===== src/rtl/jtkunio_arb_pkg.sv =====
// rtl/jtkunio_arb_pkg.sv - shared types and constants for the SDRAM bank arbiter
package jtkunio_arb_pkg;

  typedef enum logic [2:0] {
    ST_IDLE,
    ST_ISSUE,
    ST_WAIT,
    ST_DATA,
    ST_WRWAIT
  } arb_state_e;

  localparam logic [1:0] BA_MAIN = 2'd0;
  localparam logic [1:0] BA_SND  = 2'd1;
  localparam logic [1:0] BA_GFX  = 2'd2;
  localparam logic [1:0] BA_OBJ  = 2'd3;

  function automatic bit burst_ok(input int burst);
    return (burst >= 1) && (burst <= 4);
  endfunction

endpackage


===== src/rtl/jtkunio_rr_pick.sv =====
// rtl/jtkunio_rr_pick.sv - 4-way round-robin picker, first request at or after ptr
module jtkunio_rr_pick (
  input  logic [3:0] req,
  input  logic [1:0] ptr,
  output logic [1:0] gnt,
  output logic       valid
);

  // Scan from the far end back to ptr so the nearest requester wins last.
  always_comb begin
    gnt   = '0;
    valid = 1'b0;
    for (int k = 3; k >= 0; k--) begin
      if (req[ptr + 2'(k)]) begin
        gnt   = ptr + 2'(k);
        valid = 1'b1;
      end
    end
  end

endmodule


===== src/rtl/jtkunio_sdram_arb.sv =====
// rtl/jtkunio_sdram_arb.sv - shares one SDRAM port between four ROM bank readers
// and the download writer; writes win while downloading, reads are round-robin.
module jtkunio_sdram_arb
  import jtkunio_arb_pkg::*;
#(
  parameter int BURST   = 2,
  parameter int TIMEOUT = 64,
  parameter int AW      = 22
) (
  input  logic          clk,
  input  logic          rst_n,
  input  logic [AW-1:0] ba0_addr,
  input  logic [AW-1:0] ba1_addr,
  input  logic [AW-1:0] ba2_addr,
  input  logic [AW-1:0] ba3_addr,
  input  logic [3:0]    ba_rd,
  output logic [3:0]    ba_ack,
  output logic [3:0]    ba_dst,
  output logic [3:0]    ba_dok,
  output logic [3:0]    ba_rdy,
  output logic [15:0]   data_read,
  input  logic          downloading,
  input  logic          prog_we,
  input  logic [AW-1:0] prog_addr,
  input  logic [1:0]    prog_ba,
  input  logic [15:0]   prog_data,
  input  logic [1:0]    prog_mask,
  output logic          prog_ack,
  output logic          prog_rdy,
  output logic          cmd_req,
  output logic          cmd_we,
  output logic [1:0]    cmd_ba,
  output logic [AW-1:0] cmd_addr,
  output logic [15:0]   cmd_din,
  output logic [1:0]    cmd_mask,
  input  logic          cmd_gnt,
  input  logic          rd_valid,
  input  logic [15:0]   rd_data,
  input  logic          wr_done,
  output logic          timeout_err
);

  localparam int TW = $clog2(TIMEOUT) + 1;

  if (!burst_ok(BURST)) begin : g_bad_burst
    $error("jtkunio_sdram_arb: BURST must be in 1..4");
  end

  arb_state_e    state;
  logic [1:0]    rr, idx, pick;
  logic          pick_vld;
  logic [1:0]    wcnt;
  logic [TW-1:0] tcnt;
  logic [AW-1:0] sel_addr;
  logic [3:0]    idx_oh;
  logic          rd_win, last_word;

  jtkunio_rr_pick u_pick (
    .req   (ba_rd),
    .ptr   (rr),
    .gnt   (pick),
    .valid (pick_vld)
  );

  always_comb begin
    sel_addr = ba3_addr;
    case (pick)
      BA_MAIN: sel_addr = ba0_addr;
      BA_SND:  sel_addr = ba1_addr;
      BA_GFX:  sel_addr = ba2_addr;
      BA_OBJ:  sel_addr = ba3_addr;
      default: sel_addr = ba3_addr;
    endcase
  end

  // Strobes track rd_valid in the same cycle so the bank slot sees data_read with no delay.
  assign idx_oh    = 4'b0001 << idx;
  assign rd_win    = rd_valid && ((state == ST_WAIT) || (state == ST_DATA));
  assign last_word = ((state == ST_WAIT) && (BURST == 1)) ||
                     ((state == ST_DATA) && (wcnt == 2'(BURST - 1)));
  assign ba_ack    = (state == ST_ISSUE && cmd_gnt && !cmd_we) ? idx_oh : 4'b0000;
  assign ba_dok    = rd_win ? idx_oh : 4'b0000;
  assign ba_dst    = (rd_valid && state == ST_WAIT) ? idx_oh : 4'b0000;
  assign ba_rdy    = (rd_win && last_word) ? idx_oh : 4'b0000;
  assign prog_ack  = (state == ST_ISSUE) && cmd_gnt && cmd_we;
  assign prog_rdy  = (state == ST_WRWAIT) && wr_done;
  assign data_read = rd_data;

  always_ff @(posedge clk or negedge rst_n) begin
    if (!rst_n) begin
      state       <= ST_IDLE;
      rr          <= 2'd0;
      idx         <= 2'd0;
      wcnt        <= 2'd0;
      tcnt        <= '0;
      cmd_req     <= 1'b0;
      cmd_we      <= 1'b0;
      cmd_ba      <= 2'd0;
      cmd_addr    <= '0;
      cmd_din     <= 16'd0;
      cmd_mask    <= 2'd0;
      timeout_err <= 1'b0;
    end else begin
      case (state)
        ST_IDLE: begin
          if (downloading && prog_we) begin
            cmd_we   <= 1'b1;
            cmd_ba   <= prog_ba;
            cmd_addr <= prog_addr;
            cmd_din  <= prog_data;
            cmd_mask <= prog_mask;
            cmd_req  <= 1'b1;
            state    <= ST_ISSUE;
          end else if (!downloading && pick_vld) begin
            cmd_we   <= 1'b0;
            cmd_ba   <= pick;
            idx      <= pick;
            cmd_addr <= sel_addr;
            cmd_req  <= 1'b1;
            state    <= ST_ISSUE;
          end
        end
        ST_ISSUE: begin
          if (cmd_gnt) begin
            cmd_req <= 1'b0;
            tcnt    <= TW'(TIMEOUT - 1);
            state   <= cmd_we ? ST_WRWAIT : ST_WAIT;
          end
        end
        ST_WAIT: begin
          if (rd_valid) begin
            if (BURST == 1) begin
              rr    <= idx + 2'd1;
              state <= ST_IDLE;
            end else begin
              wcnt  <= 2'd1;
              state <= ST_DATA;
            end
          end else if (tcnt == '0) begin
            timeout_err <= 1'b1;
            rr          <= idx + 2'd1;
            state       <= ST_IDLE;
          end else begin
            tcnt <= tcnt - TW'(1);
          end
        end
        ST_DATA: begin
          if (rd_valid) begin
            if (last_word) begin
              rr    <= idx + 2'd1;
              state <= ST_IDLE;
            end else begin
              wcnt <= wcnt + 2'd1;
            end
          end
        end
        ST_WRWAIT: begin
          if (wr_done) state <= ST_IDLE;
        end
        default: state <= ST_IDLE;
      endcase
    end
  end

endmodule


===== config.mk =====
export PLATFORM = sky130hd
export DESIGN_NAME = jtkunio_sdram_arb
export DESIGN_NICKNAME = d
export VERILOG_FILES = /design/src/rtl/jtkunio_arb_pkg.sv /design/src/rtl/jtkunio_rr_pick.sv /design/src/rtl/jtkunio_sdram_arb.sv
export SDC_FILE = /design/constraint.sdc
export NUM_CORES = 1
export LEC_CHECK = 0
export CORE_MARGIN = 2
export CORE_UTILIZATION = 35
export DETAILED_ROUTE_END_ITERATION = 8
export PLACE_DENSITY = 0.79
export RECOVER_POWER = 25
export SLEW_MARGIN = 20
export SYNTH_ARGS = -nofsm -noshare
export SYNTH_HDL_FRONTEND = slang
export SYNTH_SLANG_ARGS = --single-unit
export TNS_END_PERCENT = 5

===== constraint.sdc =====
create_clock -name clk -period 2.05 [get_ports clk]
set_input_delay 0.41 -clock clk [delete_from_list [all_inputs] [get_ports clk]]
set_output_delay 0.41 -clock clk [all_outputs]
set_load 0.03 [all_outputs]

==> summary.txt <==
Min-Delay Path Class - reg -> reg
Worst Hold Depth - 2
Worst Setup End Kind - output pin
DP Cell Count - 748
I/O Pins - 236
Post-DP HPWL - 11100 um
Die height - 110 um
Final nets - 783
Ys Warns - 0
Net Count, Synth - 577
Simple-gate share of the synthesized area - 18.0%
Post-CTS setup buffers - 0
Post-DP Area - 0.00627 mm^2
Via-to-Cell Ratio - 5.52
Yosys reg bits - 61
Die W - 110 um
Non-filler cells, final - 764
Die Area - 0.0122 mm^2
Yosys cell types - 52
Largest net degree at the start of global routing - 62
Status - complete, but fails checks
R2r startpoint - rr[1]
Reg2Reg Setup Slack - 0.12 ns
Post-Route WL - 14400 um
Unrepaired setup endpoints after global routing - true
Mapped Avg Cell Area - 9.58 um^2
Placer congestion estimate - 0.860
CP required - 1.64 ns
Period utilization - 98.3%
Antenna Cells - 0
Min-Delay Endpoint - cmd_req
Post-synthesis sequential area ratio - 38.6%
Worst Tran Pin Value - 1.55 ns
CP Launch Type - flip-flop
# clock sinks - 61
Relative slew margins - -3.06%
Worst-Skew Late Latency - 0.33 ns
Initial antenna violation count - 0
Htree depth - 3
CP peak stage delay - 0.47 ns
Crit path max fanout - 11
Filler cell count - 917
Final worst slack - 0.0357 ns
Highest Clock Rate - 496 MHz
Detailed Route Iter0 Violations - 232
Clock Tree Buf Depth - 2
Post-synthesis compound-gate area fraction - 24.5%
Routed Antenna Nets - 0
Largest family of logic cells by synthesized area - compound AO/OA/AOI/OAI gates
Core area - 0.0109 mm^2
Wire length per cell - 18.8 um
Failing checks - max-capacitance violations, max-slew violations
Share of cells above drive strength 1 - 20.0%
Min-delay src - cmd_req
Setup CP Type - reg -> out
Critical path arrival - 1.60 ns
EDFF count, synth - 0
Sequence of cells on the critical path - nand2b_1 > nor3b_1 > and2_1 > buf_4
Post-place setup slack - -0.431 ns
Tmin final - 2.01 ns
Setup TNS - 0 ns
Drt first pass iters - 5
GRT Total Usage - 24.0%
Max_cap viols - 1
Cell Area, Synth - 0.00396 mm^2
Root Driver - clkbuf_16
Fin. max-slew vios - 62
Top FF cell, synth - dfrtp_1
Number of buffers inserted by port buffering - 203
Mux cell area share after synthesis - 7.66%
Synth area leader - dfrtp_1
Final Hold Vio Count - 0
Maximum vdd ir drop - 571 uV
Cell area after layout - 0.00662 mm^2
Hold_buf cts - 0
Synth top area share - 38.6%
Slowest stage cell, crit path - dfrtp_2
PwrDens - 1290 mW/mm^2
XOR/XNOR share of the synthesized area - 0.664%
Leak Pwr - 2.80 nW
Vias in the first global route - 4483
Clock skew - 0.00813 ns
Starting density of the core - 36.2%
Post-Syn Instances - 413
Via count - 4218
Worst-path clk slew - 0.06 ns
CTS Buf Count - 9
Worst R2R End - cmd_addr[10]
Final setup violation count - 0
Clock tree from TritonCTS - done
Asr flop ratio synth - 100%
Grt ovf - 0
Synth Area in Adders - 2.21%
R2r worst-path depth - 5
First-pass GRT wire length - 22000 um
Tot Pwr - 8.56 mW
Top cells by area, synth - dfrtp_1 (39%), mux2_2 (5.7%), o21ai_0 (5.7%)
Synth-to-Final Area Change - 67.4%
DRC - 0
Rows - 38
worst max path at each step:
stage | startpoint | end | slack [ns] | cells past startpoint
CTS | state[0] | ba_ack[0] | 0.02 | 5
finish | state[1] | prog_ack | 0.04 | 4
global placement | ba_rd[0] | cmd_addr[7] | -0.36 | 6
detailed placement | ba_rd[0] | cmd_addr[10] | -0.43 | 6
floorplan | state[2] | prog_rdy | 0.05 | 2
global route | state[2] | ba_ack[0] | -0.05 | 5
logic make-up (layout without fill, tap and decap cells):
group           Yosys count  after routing
simple gates            123            123
flops                    61             61
xor+xnor                  3              3
compound gates          136            136
buf+inv                  59            270
fa+ha+maj                 7              7
mux                      24             24
state kept, by name, indices dropped and copies added (netlist names), 2 cells and up:
register  cells
rr            2
wcnt          2
tcnt          7
cmd_addr     22
cmd_din      16
idx           2
cmd_ba        2
state         3
cmd_mask      2
critical path: cells and delay by family, from the launching register on:
family	cells	cell delay [ns]
buf+inv	1	0.16
flops	1	0.47
simple gates	3	0.63
synth_stat cells (all sizes together) (2+ instances only):
| cell type | n |
|---|---|
| a21o | 5 |
| a21oi | 11 |
| a221o | 3 |
| a221oi | 19 |
| a22oi | 19 |
| and2 | 19 |
| and3 | 8 |
| and4 | 19 |
| buf | 32 |
| clkbuf | 19 |
| dfrtp | 61 |
| ha | 7 |
| inv | 8 |
| mux2 | 20 |
| mux4 | 3 |
| nand2 | 37 |
| nand2b | 4 |
| nand3 | 7 |
| nand3b | 3 |
| nor2 | 10 |
| nor2b | 2 |
| nor3 | 5 |
| nor3b | 3 |
| nor4b | 2 |
| o211a | 2 |
| o211ai | 2 |
| o21a | 2 |
| o21ai | 48 |
| o31a | 19 |
| xor2 | 3 |
placed cells by master (no fill, tap or decap), types with 4 or more instances in the layout:
| cell type | synthesis | routed |
|---|---|---|
| clkdlybuf4s50_1 | 0 | 180 |
| dfrtp_1 | 61 | 58 |
| o21ai_0 | 45 | 45 |
| buf_4 | 19 | 45 |
| nand2_1 | 36 | 36 |
| mux2_2 | 20 | 20 |
| a221oi_1 | 19 | 19 |
| and4_1 | 19 | 19 |
| o31a_1 | 19 | 19 |
| a22oi_1 | 19 | 19 |
| and2_1 | 19 | 18 |
| buf_12 | 0 | 10 |
| a21oi_1 | 9 | 9 |
| clkbuf_16 | 0 | 9 |
| nor2_1 | 10 | 8 |
| inv_1 | 7 | 7 |
| and3_1 | 8 | 7 |
| nand3_1 | 7 | 6 |
| ha_1 | 7 | 6 |
| buf_6 | 3 | 5 |
| nand2b_1 | 4 | 4 |
| a21o_1 | 4 | 4 |
| nor3_1 | 4 | 4 |
area by class of cell:
cell class / count / area (um^2) / share of cell area, %
multi-input combinational: 293 / 2140 / 32.3
tap: 140 / 175 / 2.65
timing repair buffer: 246 / 2440 / 36.9
clock inverter: 7 / 73.8 / 1.12
clock buffer: 9 / 225 / 3.40
sequential: 61 / 1530 / 23.1
inverter: 8 / 30.0 / 0.454
metrics by stage:
step                      utilization (%)  hold WS [ns]
after floorplan                         -         0.114
after global placement               57.4         0.450
after CTS                            60.4         0.106
final                                60.5         0.477
after detailed placement             57.4         0.449
after global routing                 60.5         0.492
routing by layer:
metal	share of wire, %	track usage (%)
met5	0	0
met4	3.3	11.3
met3	7.8	6.47
met2	52	43.2
met1	37	26.0
power breakdown:
part           internal [mW]  switching [mW]  total [mW]
Combinational           2.28            2.58        4.86
Sequential              1.75           0.415        2.17
Clock                  0.946           0.581        1.53
repair_timing:
action                                  4_1_cts  5_1_grt
gates resized for setup                      13        9
pin swaps                                     1        1
endpoints found under the setup margin       39       24
Power figures use the tool's default switching activity.
